--- src/rtl/metrics_snapshot.sv ---
// Snapshot/readout stage for the metrics counters: captures every counter on an accepted
// request and streams the frozen copies out one word per valid/ready transfer.
module metrics_snapshot #(
   parameter int NUM_COUNTERS  = 4,
   parameter int COUNTER_WIDTH = 32,
   localparam int IDX_WIDTH    = (NUM_COUNTERS > 1) ? $clog2(NUM_COUNTERS) : 1
) (
   input  logic                                  clk,
   input  logic                                  rst,
   input  logic [NUM_COUNTERS*COUNTER_WIDTH-1:0] cnt_in,
   input  logic                                  snap_req,
   input  logic                                  clear_on_snap,
   output logic                                  cnt_clear,
   output logic                                  busy,
   output logic                                  out_valid,
   input  logic                                  out_ready,
   output logic [COUNTER_WIDTH-1:0]              out_data,
   output logic [IDX_WIDTH-1:0]                  out_idx,
   output logic                                  out_last,
   output logic [7:0]                            drop_cnt
);

   localparam logic [0:0]           S_IDLE   = 1'b0;
   localparam logic [0:0]           S_STREAM = 1'b1;
   localparam logic [IDX_WIDTH-1:0] LAST_IDX = IDX_WIDTH'(NUM_COUNTERS - 1);

   logic [0:0]               r_state;
   logic [IDX_WIDTH-1:0]     r_idx;
   logic [COUNTER_WIDTH-1:0] r_shadow [NUM_COUNTERS];
   logic [7:0]               r_drop;

   logic                     w_busy;
   logic                     w_accept;
   logic                     w_reject;
   logic                     w_xfer;
   logic                     w_last;
   logic [COUNTER_WIDTH-1:0] w_word;

   function automatic logic [7:0] sat_inc8(input logic [7:0] v);
      return (v == 8'hFF) ? v : v + 8'd1;
   endfunction

   assign w_busy   = (r_state == S_STREAM);
   assign w_accept = snap_req & ~w_busy;
   assign w_reject = snap_req & w_busy;
   assign w_xfer   = w_busy & out_ready;
   assign w_last   = w_busy & (r_idx == LAST_IDX);

   // Gated by rst so a request coinciding with reset never wipes the live counters.
   assign cnt_clear = w_accept & clear_on_snap & ~rst;

   always_comb begin
      w_word = '0;
      for (int i = 0; i < NUM_COUNTERS; i++) begin
         if (w_busy && (r_idx == IDX_WIDTH'(i))) begin
            w_word = r_shadow[i];
         end
      end
   end

   assign out_valid = w_busy;
   assign busy      = w_busy;
   assign out_data  = w_word;
   assign out_idx   = w_busy ? r_idx : '0;
   assign out_last  = w_last;
   assign drop_cnt  = r_drop;

   always_ff @(posedge clk) begin
      if (rst) begin
         r_state <= S_IDLE;
         r_idx   <= '0;
         r_drop  <= 8'd0;
         for (int i = 0; i < NUM_COUNTERS; i++) begin
            r_shadow[i] <= '0;
         end
      end else begin
         if (w_accept) begin
            for (int i = 0; i < NUM_COUNTERS; i++) begin
               r_shadow[i] <= cnt_in[i*COUNTER_WIDTH +: COUNTER_WIDTH];
            end
            r_idx   <= '0;
            r_state <= S_STREAM;
         end else if (w_xfer) begin
            // Return idx to 0 on the last word so non-power-of-two counts never leave it out of range.
            if (w_last) begin
               r_idx   <= '0;
               r_state <= S_IDLE;
            end else begin
               r_idx <= r_idx + IDX_WIDTH'(1);
            end
         end
         if (w_reject) begin
            r_drop <= sat_inc8(r_drop);
         end
      end
   end

endmodule

--- config.mk ---
export PLATFORM = sky130hd
export DESIGN_NAME = metrics_snapshot
export DESIGN_NICKNAME = d
export VERILOG_FILES = /design/src/rtl/metrics_snapshot.sv
export SDC_FILE = /design/constraint.sdc
export NUM_CORES = 1
export LEC_CHECK = 0
export BUFFER_PORTS_ARGS = -buffer_cell sky130_fd_sc_hd__buf_2
export CAP_MARGIN = 20
export CORE_ASPECT_RATIO = 0.75
export CORE_MARGIN = 1
export CORE_UTILIZATION = 55
export DETAILED_ROUTE_END_ITERATION = 8
export PLACE_DENSITY = 0.82
export SETUP_SLACK_MARGIN = 0.05
export SYNTH_ARGS = -nofsm -noshare
export SYNTH_HDL_FRONTEND = slang
export SYNTH_SLANG_ARGS = --single-unit
--- constraint.sdc ---
create_clock -name clk -period 13 [get_ports clk]
set_input_delay 3.9 -clock clk [delete_from_list [all_inputs] [get_ports clk]]
set_output_delay 3.9 -clock clk [all_outputs]
set_load 0.01 [all_outputs]
Word level (Yosys, flattened, before mapping)
Memories as Yosys holds them, arrays and structs flattened.
Index checks and enable logic that the tools add are counted.
Operators by class
  add/sub/neg operators: 2
  equal/unequal tests: 4
  muxes and demuxes: 18
  bitwise logic cells: 13
  reduce and logical (&&, ||, !) cells: 10
Operators by type and width (number)
  $mux 32: 8
  $add 8x1->8 const B: 1
  $eq 8x8->1 const B: 1
  $mux 1: 8
  $and 1x1->1: 6
  $eq 2x2->1 const B: 2
  $logic_and 1x1->1: 4
  $mux 2: 2
  $or 1x1->1: 4
  $reduce_and 2->1: 2
  $reduce_bool 2->1: 2
  $not 1->1: 3
  $add 2x1->2 const B: 1
  $eq 2x1->1 const B: 1
  $logic_not 2->1: 1
  $reduce_or 2->1: 1
Word-level totals
  register bits after elaboration: 11
  bits in writable memories: 128
  input port bits: 133
  output and inout port bits: 46
  word-level logic and storage cells: 51
  memories: 1
Memories
  r_shadow: depth 4, bits a word 32, read ports 4, clocked after Yosys merged registers in 0, wr ports 4, line 29  | logic [COUNTER_WIDTH-1:0] r_shadow [NUM_COUNTERS];

Logic depth before layout (Yosys ltp)
Gate-level depths: netlist of the first run.
  depth after elaboration: 6
  gate-level depth with buffers: 7
  mapped depth without buffers: 6

Least setup slack after synthesis of the first run
OpenSTA, ideal clock, no wires.
  kind: input-to-output
  from: input port snap_req
  to: output port cnt_clear
  arrival time: 4.820 ns
  required time: 9.100 ns
  path slack: 4.280 ns
  stages: 5
  path buffers: 2
  cell sequence: or2b_1 nor2_1 clkbuf_1 clkbuf_2 and2_1
On the way
  word-level cells in the longest chain between the ends: 3
RTL lines
  from (decl): line 11  | input logic snap_req,
  $and 1x1->1: line 44  | assign w_accept = snap_req & ~w_busy;
  $and 1x1->1 (2 in a row): line 50  | assign cnt_clear = w_accept & clear_on_snap & ~rst;
  to (decl): line 13  | output logic cnt_clear,
Every way passes these cells.

Worst setup path in the final report of the first run
Same ends and word-level chain as after synthesis.

==> results of run 1 <==
flip-flops by register name (all words and copies together), names as in the netlist:
| register | cells |
|---|---|
| r_idx | 2 |
| busy | 1 |
| r_shadow | 128 |
| drop_cnt | 8 |
metrics by stage:
step / hold slack [ps] / worst slack, ps / total power, mW / area [um2]
3_5_place_dp: 518 / 3600 / 0.613 / 7080
2_1_floorplan: 521 / 4280 / 0.578 / 6110
4_1_cts: 525 / 3610 / 1.10 / 7680
3_3_place_gp: 495 / 3650 / 0.609 / 7080
5_1_grt: 542 / 3430 / 1.13 / 7740
6_report: 527 / 3570 / 1.09 / 7740
logic make-up (layout without fill, tap and decap cells):
| kind of cell | after synthesis | after routing | share of synthesized area, % |
|---|---|---|---|
| xor gates and xnor gates | 2 | 2 | 0.287 |
| DFF | 139 | 139 | 66.5 |
| AOI/OAI and AO/OA | 106 | 106 | 12.9 |
| and+or+nand+nor | 170 | 170 | 16.5 |
| buffers and inverters | 40 | 221 | 2.70 |
| muxes | 1 | 1 | 0.164 |
| adders and majority gates | 5 | 5 | 1.02 |
worst max-delay path, delay by kind of cell:
family / cells / cell delay (ps)
buf+inv: 3 / 900
simple gates: 3 / 620
power breakdown:
part / switching [mW] / leakage (nW) / total, mW / internal, mW
Sequential: 0.00967 / 1.47 / 0.533 / 0.523
Combinational: 0.0388 / 1.50 / 0.0711 / 0.0323
Clock: 0.186 / 0.295 / 0.489 / 0.303
Yosys cell counts, types with 2 or more instances:
cell,instances
a21oi_1,4
a221oi_1,32
and2_1,133
and3_1,2
buf_2,8
clkbuf_1,27
dfxtp_1,11
edfxtp_1,128
ha_1,5
inv_1,2
nand2_1,7
nand3_1,2
nor2_1,12
nor3_1,7
o21ai_0,33
o2bb2ai_1,32
xor2_1,2
final timing paths:
| kind | start | endpoint | slack (ps) | cells past startpoint |
|---|---|---|---|---|
| max reg2reg | busy$_SDFFE_PP0P_ | r_shadow[3][10]$_SDFFCE_PN0P_ | 10350 | 3 |
| min reg2reg | drop_cnt[5]$_SDFFE_PP0P_ | drop_cnt[5]$_SDFFE_PP0P_ | 530 | 2 |
| max | snap_req | cnt_clear | 3570 | 6 |
| min | drop_cnt[5]$_SDFFE_PP0P_ | drop_cnt[5]$_SDFFE_PP0P_ | 530 | 2 |
layer usage:
metal	GRT usage [%]	share of wire [%]	vias to the layer above
li1	-	-	2068
met1	33.0	42	2046
met2	41.5	49	187
met3	5.98	7.3	23
met4	10.0	1.5	2
met5	0	0.092	-
area by class of cell:
cell class              count  area (um2)
clock buffers              18         429
well taps                 136         170
clock inverters            14         170
inverters                   3        11.3
flip-flops and latches    139        4060
repair buffers            186         991
fillers                   706        2790
multi-input cells         284        1900
==> out/metrics.yaml, run 1 <==
outcome: "finished clean"
peakVddDrop_mv: 0.108
clockRootBuffer: "clkbuf_16"
synth.distinct_cells: 33
post_cts.repair.setup_buffers: 0
vias: 4326
synthesis.nets: 601
drive_gt1_share_pct: 34.3
cts_made_buffers: 17
antenna_found_initial: 1
grt_pass1_vias: 4329
slowest_delay_ps: 660
final_antenna_net_count: 0
power_density_nw_per_um2: 141
avgSynthCellArea_um2: 13.2
worstPathCellList: "buf_2, or2b_1, nor2_4, buf_4, and2_1, buf_2"
rsz0062_at_grt: "false"
dieArea_um2: 11500
ys_async_sr_fraction_pct: 0
finalNonFillerCells: 780
required_ps: 9100
dp_hpwl_um: 8860
worst_pin_slew_ps: 1040
finalSetupTns_ps: 0
synth.cell_area_um2: 6110
p_leak_nw: 3.26
setup_viol: 0
final_cell_mix: "buf_2, and2_1, edfxtp_1"
die_h_um: 93.3
period_share_pct: 72.5
viasPerCell: 5.55
area_growth_pct: 26.6
fmax_mhz: 106
grtUsageTotal_pct: 25.5
yosys_warnings: 0
synthCells: 463
path_clk_slew_ps: 60
critPathArrivalTime_ps: 5530
critPathKind: "input pin to primary output"
clock_skew_ps: 7.33
fp-row-count: 32
htree_num_levels: 4
grt_max_degree: 130
period_minus_slack_ps: 9430
antenna_cells: 0
cts_hold_buf: 0
final_nets: 769
drtPass1Iterations: 4
dp_cells: 746
port_buffers: 178
clk_latency_ps: 410
numClockSinks: 139
grt_pass1_wl_um: 21500
drc: 0
io-pin-count: 179
crit_top_cell: "buf_2"
crit_path_max_fanout: 129
hold_class: "register to register"
yosys-top-cells-area: "edfxtp_1, and2_1, a221oi_1"
core-area_um2: 10500
cp-end-kind: "primary output"
ys.flop_type: "edfxtp_1"
slowest_stage: "buf_4"
synth_seq_area_share_pct: 66.5
drv_cap: 0
wl_um: 14200
startpoint_type: "input pin"
start_util_pct: 58.1
hold_viol: 0
fp.dieW_um: 124
drt-initial-drc-count: 316
gp_congestion: 0.847
wire_per_inst_um: 18.2
slew_headroom_pct: 30.8
clockBufferDepth: 2
final_common_cell: "buf_2"
grt_overflow: 0
netlist.area_leader.share_pct: 62.9
yosys.area.top_type: "edfxtp_1"
synth_edf_count: 128
finish.utilization_pct: 73.5
cts_tree: "yes"
slew_viol_final: 0
cts_resized: 0
ys_ff_latch: 139
(Power assumes the default switching activity.)
==> run 2, diff against run 1 <==
Settings changed: CORE_UTILIZATION 55 to 52, PLACE_DENSITY 0.82 to 0.78.
Clock period 13 ns to 9.2 ns, I/O delays scaled along.
==> out/metrics.yaml, run 2 (synthesis results as in run 1) <==
fp.dieW_um: 127
cp-end-kind: "primary output"
fmax_mhz: 159
cts_made_buffers: 17
slowest_stage: "or2b_1"
worstHoldStart: "drop_cnt[7]$_SDFFE_PP0P_"
fillCellCount: 813
start_util_pct: 54.6
p_leak_nw: 3.25
r2r-end: "r_shadow[2][3]$_SDFFCE_PN0P_"
gp_congestion: 0.802
top_register: "r_shadow"
rrSetupSlack_ps: 6530
hold_end: "drop_cnt[7]$_SDFFE_PP0P_"
largest_register_ffs: 128
vias: 4366
path_clk_slew_ps: 60
grt_overflow: 0
io-pin-count: 179
outcome: "finished clean"
register_area_um2: 4060
die_h_um: 95.9
clock_skew_ps: 6.33
grt_max_degree: 129
clkPwrFrac_pct: 45.8
drv_cap: 0
ff2ff_path_depth: 3
setup_viol: 0
htree_num_levels: 4
cts_resized: 0
critPathKind: "input pin to primary output"
finish.utilization_pct: 69.5
required_ps: 6440
setup_slack_ps: 2920
power_switching_mw: 0.335
final_antenna_net_count: 0
multiInputGateArea_um2: 1900
antenna_found_initial: 0
power_report.internal_total_mw: 1.24
power_frac_comb_pct: 6.4
clk_latency_ps: 410
worstPathCellList: "buf_2, or2b_1, nor2_4, and2_1, buf_2"
clockBufferDepth: 2
grt_pass1_wl_um: 21200
power_density_nw_per_um2: 202
wire_per_inst_um: 17.4
finalSetupTns_ps: 0
dieArea_um2: 12200
viasPerCell: 5.44
crit-reg2reg-launch: "busy$_SDFFE_PP0P_"
drive_gt1_share_pct: 34.2
final_common_cell: "buf_2"
period_share_pct: 68.3
rsz0062_at_grt: "false"
fp-row-count: 33
min_path_cells: 2
clockRootBuffer: "clkbuf_16"
area_growth_pct: 27.3
startpoint_type: "input pin"
peakVddDrop_mv: 0.143
core-area_um2: 11200
post_cts.repair.setup_buffers: 0
drc: 0
drtPass1Iterations: 5
crit_top_cell: "buf_2"
slew_viol_final: 0
critPathArrivalTime_ps: 3520
slew_headroom_pct: 37.2
wl_um: 13900
drt-initial-drc-count: 328
final_nets: 769
dp_hpwl_um: 8550
period_minus_slack_ps: 6280
grtUsageTotal_pct: 23.8
worst_pin_slew_ps: 942
grt_pass1_vias: 4188
numClockSinks: 139
port_buffers: 178
hold_class: "register to register"
power.share.switching_pct: 21.3
slowest_delay_ps: 300
hold_viol: 0
crit_path_max_fanout: 4
final_cell_mix: "buf_2, and2_1, edfxtp_1"
place_ws_ps: 2910
seq_power_share_pct: 47.8
cts_hold_buf: 0
cts_tree: "yes"
## run 2: cell types whose count changed in the layout (fill, tap and decap cells not counted), sizes merged
cell      before  now
clkinvlp       1    4
clkinv         8    6
diode          0    2
bufinv         3    4
clkbuf        18   17
inv            5    4
## run 2: metrics by stage
step                hold WS, ps  area, um2  total power [mW]  cells
global placement            492       7110             0.861    767
CTS                         531       7730              1.58    799
global route                567       7780              1.62    801
finish                      536       7780              1.57    803
floorplan                   521       6110             0.817    463
detailed placement          520       7110             0.866    767
## run 2: how the worst max path moves through the flow
stage	from	endpoint	slack [ps]	cells past startpoint
3_3_place_gp	snap_req	cnt_clear	2920	5
5_1_grt	snap_req	cnt_clear	2850	5
4_1_cts	snap_req	cnt_clear	2910	5
6_report	snap_req	cnt_clear	2920	5
3_5_place_dp	snap_req	cnt_clear	2910	5
2_1_floorplan	rst	r_shadow[0][0]$_SDFFCE_PN0P_	2510	2
## run 2: power groups by stage
stage | sequential (mW) | clock, mW | combinational [mW]
finish | 0.752 | 0.720 | 0.101
global route | 0.755 | 0.755 | 0.112
CTS | 0.752 | 0.730 | 0.102
detailed placement | 0.765 | 0 | 0.101
global placement | 0.762 | 0 | 0.0991
floorplan | 0.765 | 0 | 0.0522
## run 2: routing by layer
| metal | vias up | wire length (um) | track usage [%] |
|---|---|---|---|
| met5 | - | 0 | 0 |
| met2 | 206 | 6480 | 38.0 |
| met3 | 8 | 1160 | 6.28 |
| met1 | 2087 | 6210 | 31.4 |
| met4 | 0 | 89 | 9.42 |
| li1 | 2065 | - | - |
## run 2: area by class of cell
type                            instances  share of cell area, %
Antenna cell                            2                 0.0643
Timing Repair Buffer                  186                   12.6
Sequential cell                       139                   52.2
Inverter                                3                  0.145
Clock buffer                           17                   5.47
Clock inverter                         15                   2.54
Multi-Input combinational cell        284                   24.5
Tap cell                              157                   2.52
## run 2: worst max-delay path: cells and delay by family
| family | cells | cell delay, ps |
|---|---|---|
| AND/OR/NAND/NOR | 3 | 520 |
| buffers and inverters | 2 | 230 |
==> run 3, diff against run 2 <==
Clock period 9.2 ns to 6.4 ns, I/O delays scaled along.
==> out/metrics.yaml, run 3 (synthesis results as in run 1) <==
grt_max_degree: 129
power.share.switching_pct: 22.2
final_cell_mix: "buf_2, and2_1, edfxtp_1"
critical_path.top_delay_family: "buffers and inverters"
power_switching_mw: 0.488
numClockSinks: 139
clock_skew_ps: 7.05
wire_per_inst_um: 16.9
period_share_pct: 72.0
slowest_delay_ps: 500
final_common_cell: "buf_2"
cts_made_buffers: 17
antenna_cells: 0
finalSetupTns_ps: 0
final_antenna_net_count: 0
hold_viol: 0
area_growth_pct: 26.2
fp.dieW_um: 127
viasPerCell: 5.34
worst_pin_slew_ps: 1070
design_area_um2: 7720
placed_cell_area_um2: 7130
rsz0062_at_grt: "false"
seq_power_share_pct: 49.1
cts_resized: 0
setup_viol: 0
grtUsageTotal_pct: 22.8
period_minus_slack_ps: 4610
critPathBufInv: 4
drtPass1Iterations: 5
drc: 0
clockRootBuffer: "clkbuf_16"
clkPwrFrac_pct: 44.3
outcome: "finished clean"
startpoint_type: "register"
grt_pass1_vias: 4027
cts_tree: "yes"
top_register: "r_shadow"
drive_gt1_share_pct: 34.3
fmax_mhz: 217
crit_top_cell: "buf_4"
worstPathCellList: "ha_1, nand2_1, buf_4, clkinv_1, buf_4, o2bb2ai_1, buf_2"
antenna_found_initial: 1
grt_pass1_wl_um: 20500
critPathKind: "register to primary output"
io-pin-count: 179
slowest_stage: "clkinv_1"
drt-initial-drc-count: 288
gp_congestion: 0.807
post_cts.repair.setup_buffers: 0
port_buffers: 178
power_density_nw_per_um2: 285
clk_latency_ps: 410
power_report.internal_total_mw: 1.71
crit_path_max_fanout: 33
p_leak_nw: 3.23
power_frac_comb_pct: 6.6
vias: 4278
drv_cap: 0
power.total_mw: 2.20
grt_overflow: 0
hold_class: "register to register"
clockBufferDepth: 2
cts_hold_buf: 0
peakVddDrop_mv: 0.237
dp_hpwl_um: 8760
core-area_um2: 11200
die_h_um: 95.9
dieArea_um2: 12200
wl_um: 13600
cp-end-kind: "primary output"
htree_num_levels: 4
start_util_pct: 54.6
largest_register_ffs: 128
final_nets: 769
path_clk_slew_ps: 60
required_ps: 4480
slew_headroom_pct: 28.2
fp-row-count: 33
slew_viol_final: 0
critPathArrivalTime_ps: 2690
[run 3: power groups by stage]
| stage | clock network, mW | registers, mW | logic, mW |
|---|---|---|---|
| after CTS | 0.983 | 1.08 | 0.148 |
| final | 0.974 | 1.08 | 0.146 |
| after global routing | 1.02 | 1.08 | 0.161 |
| after floorplan | 0 | 1.10 | 0.0751 |
| after detailed placement | 0 | 1.10 | 0.147 |
| after global placement | 0 | 1.10 | 0.143 |
[run 3: metal layers]
metal	GRT usage [%]	up-vias	wire (um)
met2	36.2	167	6450
li1	-	2065	-
met5	0	-	11
met1	31.0	2030	6080
met3	5.78	14	928
met4	7.24	2	95
[run 3: path summary, 6_finish.rpt]
path | startpoint | end | slack, ps | cells after the start
worst max-delay path | r_idx[0]$_SDFFE_PP0P_ | out_data[12] | 1790 | 7
worst min-delay path | drop_cnt[7]$_SDFFE_PP0P_ | drop_cnt[7]$_SDFFE_PP0P_ | 520 | 2
worst max register to register | busy$_SDFFE_PP0P_ | r_shadow[0][13]$_SDFFCE_PN0P_ | 4070 | 3
worst min register to register | drop_cnt[7]$_SDFFE_PP0P_ | drop_cnt[7]$_SDFFE_PP0P_ | 520 | 2
[run 3: cell type report]
type                    count  area (um2)
repair buffers            186         951
inverters                   3        11.3
multi-input cells         284        1900
clock inverters            14         161
flip-flops and latches    139        4060
clock buffers              18         429
well taps                 157         196
fillers                   786        3470
[run 3: per-stage QoR]
step | instances | hold slack, ps | util, % | setup WS [ps]
final | 801 | 524 | 69.0 | 1790
after floorplan | 463 | 521 | - | 550
after CTS | 801 | 523 | 69.0 | 1750
after global placement | 769 | 492 | 63.7 | 1790
after detailed placement | 769 | 515 | 63.7 | 1800
after global routing | 801 | 557 | 69.0 | 1620
[run 3: worst min-delay path: cells and delay by family, from the launching register on]
kind	cells	cell delay, ps
flops	1	330
simple gates	2	150
